<file path="config.mk">
export PLATFORM = sky130hd
export DESIGN_NAME = word_offset_seq
export DESIGN_NICKNAME = d
export VERILOG_FILES = /design/src/rtl/word_offset_seq.sv
export SDC_FILE = /design/constraint.sdc
export NUM_CORES = 1
export LEC_CHECK = 0
export CAP_MARGIN = 20
export CORE_MARGIN = 4
export CORE_UTILIZATION = 45
export CTS_BUF_LIST = sky130_fd_sc_hd__clkbuf_8
export CTS_CLUSTER_DIAMETER = 120
export DETAILED_ROUTE_END_ITERATION = 16
export PLACE_DENSITY = 0.69
export REMOVE_ABC_BUFFERS = 1
export SLEW_MARGIN = 40
export SYNTH_ARGS = -nofsm -noshare
export SYNTH_HDL_FRONTEND = slang
export SYNTH_SLANG_ARGS = --single-unit
</file>
<file path="constraint.sdc">
create_clock -name clk -period 3.15 [get_ports clk]
set_input_delay 0.4725 -clock clk [delete_from_list [all_inputs] [get_ports clk]]
set_output_delay 0.4725 -clock clk [all_outputs]
set_load 0.02 [all_outputs]
</file>
<file path="src/rtl/word_offset_seq.sv">
// rtl/word_offset_seq.sv - walks a run of field words, emitting index and bit offset per beat

module word_offset_seq #(
    parameter int WORD_W = 18,
    parameter int NWORDS = 14,
    parameter int IDX_W  = 4,
    parameter int OUT_W  = 8
) (
    input  logic             clk,
    input  logic             rst,
    input  logic             start,
    input  logic             dir,
    input  logic [IDX_W-1:0] len,
    input  logic             abort,
    input  logic             ready,
    output logic             valid,
    output logic [IDX_W-1:0] idx,
    output logic [OUT_W-1:0] offset,
    output logic             last,
    output logic             busy,
    output logic             done
);

    localparam int PW = IDX_W + OUT_W;
    localparam logic [IDX_W-1:0] MAX_LEN = IDX_W'(NWORDS);
    localparam logic [IDX_W-1:0] ONE     = IDX_W'(1);
    localparam logic [OUT_W-1:0] STRIDE  = OUT_W'(WORD_W);

    generate
        if ((NWORDS - 1) * WORD_W >= (1 << OUT_W) || NWORDS >= (1 << IDX_W)) begin : g_bad_params
            $error("word_offset_seq: OUT_W or IDX_W too narrow for NWORDS/WORD_W");
        end
    endgenerate

    typedef enum logic [1:0] {IDLE, RUN, DONE} state_t;

    state_t           state, state_n;
    logic             dir_q, dir_n;
    logic [IDX_W-1:0] len_q, len_n;
    logic [IDX_W-1:0] idx_q, idx_n;
    logic [OUT_W-1:0] off_q, off_n;
    logic [IDX_W-1:0] len_clamp;
    logic [PW-1:0]    top_off;
    logic             at_last;

    assign len_clamp = (len > MAX_LEN) ? MAX_LEN : len;
    // Only the descending start needs a multiply; stepping is add/subtract of WORD_W.
    assign top_off   = PW'(len_clamp - ONE) * PW'(WORD_W);
    assign at_last   = dir_q ? (idx_q == '0) : (idx_q == len_q - ONE);

    always_ff @(posedge clk) begin
        if (rst) begin
            state <= IDLE;
            dir_q <= 1'b0;
            len_q <= '0;
            idx_q <= '0;
            off_q <= '0;
        end else begin
            state <= state_n;
            dir_q <= dir_n;
            len_q <= len_n;
            idx_q <= idx_n;
            off_q <= off_n;
        end
    end

    always_comb begin
        state_n = state;
        dir_n   = dir_q;
        len_n   = len_q;
        idx_n   = idx_q;
        off_n   = off_q;
        case (state)
            IDLE: begin
                if (start) begin
                    if (len == '0) begin
                        state_n = DONE;
                    end else begin
                        state_n = RUN;
                        dir_n   = dir;
                        len_n   = len_clamp;
                        idx_n   = dir ? len_clamp - ONE : '0;
                        off_n   = dir ? top_off[OUT_W-1:0] : '0;
                    end
                end
            end
            RUN: begin
                if (abort) begin
                    state_n = IDLE;
                    idx_n   = '0;
                    off_n   = '0;
                end else if (ready && at_last) begin
                    state_n = DONE;
                    idx_n   = '0;
                    off_n   = '0;
                end else if (ready) begin
                    idx_n = dir_q ? idx_q - ONE : idx_q + ONE;
                    off_n = dir_q ? off_q - STRIDE : off_q + STRIDE;
                end
            end
            DONE: begin
                state_n = IDLE;
            end
            default: begin
                state_n = IDLE;
            end
        endcase
    end

    assign valid  = (state == RUN);
    assign idx    = idx_q;
    assign offset = off_q;
    assign last   = valid && at_last;
    assign busy   = (state != IDLE);
    assign done   = (state == DONE);

endmodule

</file>
==> metrics.yaml <==
outcome:
  status: "complete, no violations"
layout:
  nNetsFinal: 231
  seqCellArea_um2: 360
  final_cell_mix: "nor2_1 (24), clkdlybuf4s50_1 (24), dfxtp_1 (18)"
  diodes: 0
  fillCellCount: 288
  synthToLayoutAreaGrowth_pct: 24.5
  drive_above_1_share_pct: 10.7
  multi_input_area_um2: 998
  final_util_pct: 59.3
timing:
  worst_pin_slew_ps: 779
  relSlewSlack_pct: 47.9
  hold_viol_final: 0
  setup_viol: 0
  fin_crit_sh_pct: 88.3
  tns_ps: 0
  drv_slew: 0
  rsz0062_at_grt: "no"
  finalCriticalPeriod_ps: 2780
  max_freq_mhz: 360
  fin_worst_skew_ps: 11.4
global_routing:
  grt_pass1_wl_um: 6070
  overflow: 0
  grt_max_degree: 19
  grt_usage_pct: 18.3
  grt_antenna_before_repair: 0
  grt_pass1_vias: 1296
routing:
  via_count: 1372
  viasPerCell: 5.49
  totalWireLength_um: 3570
  post-route-drc-count: 0
  wl_per_cell_um: 14.3
  antenna_left: 0
  firstDrtPassIters: 4
  first_iter_violations: 68
clocking:
  clock_sinks: 18
  cts_resized: 0
  ctsHoldBuffers: 0
  cts_tree: "yes"
  root_buffer: "clkbuf_8"
  cts_buffers: 3
  clk_pin_slew_ps: 70
  clk_latency_ps: 270
  clockBufferDepth: 2
  cts_setup_buffers: 0
  htree_levels: 1
setup_path:
  worstSetupPathType: "reg -> out"
  startpoint: "idx[2]$_SDFFE_PP0P_"
  crit_fanout: 5
  r2r-end: "offset[6]$_SDFFE_PP0P_"
  worstSetupEndpointType: "primary output"
  r2r_slack_ps: 780
  cp.required_ps: 2680
  cp-endpoint: "last"
  arrival_ps: 2310
  rr_startpoint: "dir_q$_SDFFE_PP0P_"
  startpoint_type: "flip-flop"
  worstRegToRegCells: 7
logic_synthesis:
  netlist_instances: 178
  async_reset_ff_share_pct: 0
  avgSynthCellArea_um2: 8.24
  synthAdderAreaFrac_pct: 13.5
  synth_compound_area_share_pct: 24.2
  synth_area_mm2: 0.00147
  yosysSeqAreaShare_pct: 24.6
  muxShareOfSynthArea_pct: 0
  synth_ff_type: "dfxtp_1"
  synth_edf_count: 0
  synth_top_family_by_area: "compound AO/OA/AOI/OAI gates"
  synth-seq-cells: 18
  ys_types: 47
  yosys.area_share.simple_pct: 21.3
  yosysWarnings: 0
  synth-xor-area-share_pct: 8.79
placement:
  hpwl_um: 2780
  numPortBuffers: 24
  place_congestion: 0.883
die:
  die_area_mm2: 0.00424
  io_pins: 26
  initial_core_util_pct: 47.6
  die_h_um: 65.1
  die_w_um: 65.1
  rows: 20
  core-area_mm2: 0.00308
hold_path:
  hold_path_class: "reg -> reg"
pwr:
  p_leak_nw: 0.758
  cellPowerDensity_mw_per_mm2: 433
  vdd_drop_max_mv: 0.226
job:
  cap_violations: 0
[area by class of cell]
class,instances,area share (%)
Multi-Input combinational cell,137,54.7
Timing Repair Buffer,32,16.4
Sequential cell,18,19.7
Inverter,15,3.08
Tap cell,44,3.02
Clock buffer,4,3.02
[Yosys cell counts, drive strengths merged (2+ instances only)]
| library cell | n | area (um2) |
|---|---|---|
| o21ai | 6 | 33.8 |
| nor2 | 24 | 90.1 |
| nand2 | 12 | 45.0 |
| nand2b | 3 | 18.8 |
| xnor2 | 8 | 70.1 |
| a21oi | 11 | 55.1 |
| buf | 6 | 43.8 |
| dfxtp | 18 | 360 |
| nand3 | 2 | 10.0 |
| fa | 3 | 60.1 |
| and2 | 2 | 12.5 |
| clkbuf | 2 | 7.51 |
| nor3 | 6 | 30.0 |
| ha | 11 | 138 |
| a32oi | 2 | 17.5 |
| a31oi | 5 | 46.3 |
| or4 | 2 | 15.0 |
| nor4 | 2 | 27.5 |
| nor2b | 2 | 12.5 |
| a221oi | 2 | 23.8 |
| a21o | 3 | 22.5 |
| xor2 | 4 | 35.0 |
| a211oi | 11 | 92.6 |
| a22oi | 3 | 22.5 |
| inv | 14 | 52.6 |
[sequential cells by signal (all words and copies together) (netlist names)]
signal / count
dir_q: 1
idx: 4
len_q: 4
state: 2
offset: 7
[kinds of logic (layout without fill, tap and decap cells)]
kind of cell             Yosys count  after routing
AND/OR/NAND/NOR                   61             61
AO/OA/AOI/OAI                     48             48
buffers and inverters             23             51
flip-flops                        18             18
adder cells (fa/ha/maj)           14             14
XOR/XNOR                          13             13
other                              1              1
[power breakdown]
group	total (W)	internal, W	switching (W)
Clock	0.000199	0.000111	0.0000880
Combinational	0.000312	0.000142	0.000170
Sequential	0.000279	0.000250	0.0000285
Total	0.000790	0.000504	0.000286
[routing by layer]
metal | up-vias | global-route usage, % | part of all wire (%)
met1 | 646 | 23.7 | 46
met4 | 0 | 4.92 | 0.64
li1 | 686 | - | -
met5 | - | 0 | 0
met3 | 2 | 4.16 | 5.1
met2 | 38 | 30.7 | 48
[worst max-delay path, cell delays in order (launching register included)]
cell and delay, ps:
dfxtp_1 410, xor3_1 480, nor4_4 340, a22oi_1 110
nor2_1 100, clkdlybuf4s50_1 610
[worst min path at each step]
stage / startpoint / endpoint / cells after the start
3_3_place_gp: len_q[1]$_SDFFE_PP0P_ / len_q[1]$_SDFFE_PP0P_ / 2
4_1_cts: len_q[1]$_SDFFE_PP0P_ / len_q[1]$_SDFFE_PP0P_ / 2
6_report: len_q[1]$_SDFFE_PP0P_ / len_q[1]$_SDFFE_PP0P_ / 2
5_1_grt: len_q[1]$_SDFFE_PP0P_ / len_q[1]$_SDFFE_PP0P_ / 2
3_5_place_dp: len_q[1]$_SDFFE_PP0P_ / len_q[1]$_SDFFE_PP0P_ / 2
2_1_floorplan: len_q[1]$_SDFFE_PP0P_ / len_q[1]$_SDFFE_PP0P_ / 2
[through the flow]
step                setup WS (ps)  cell area [um2]  hold WS, ps  total power (W)  cells
global route                  190             1830          536         0.000843    250
CTS                           336             1830          483         0.000795    250
floorplan                     617             1420          443         0.000486    170
detailed placement           94.3             1770          470         0.000597    246
finish                        369             1830          480         0.000790    250
global placement              217             1770          465         0.000588    246
No activity file was read; power rests on OpenSTA's default activity.
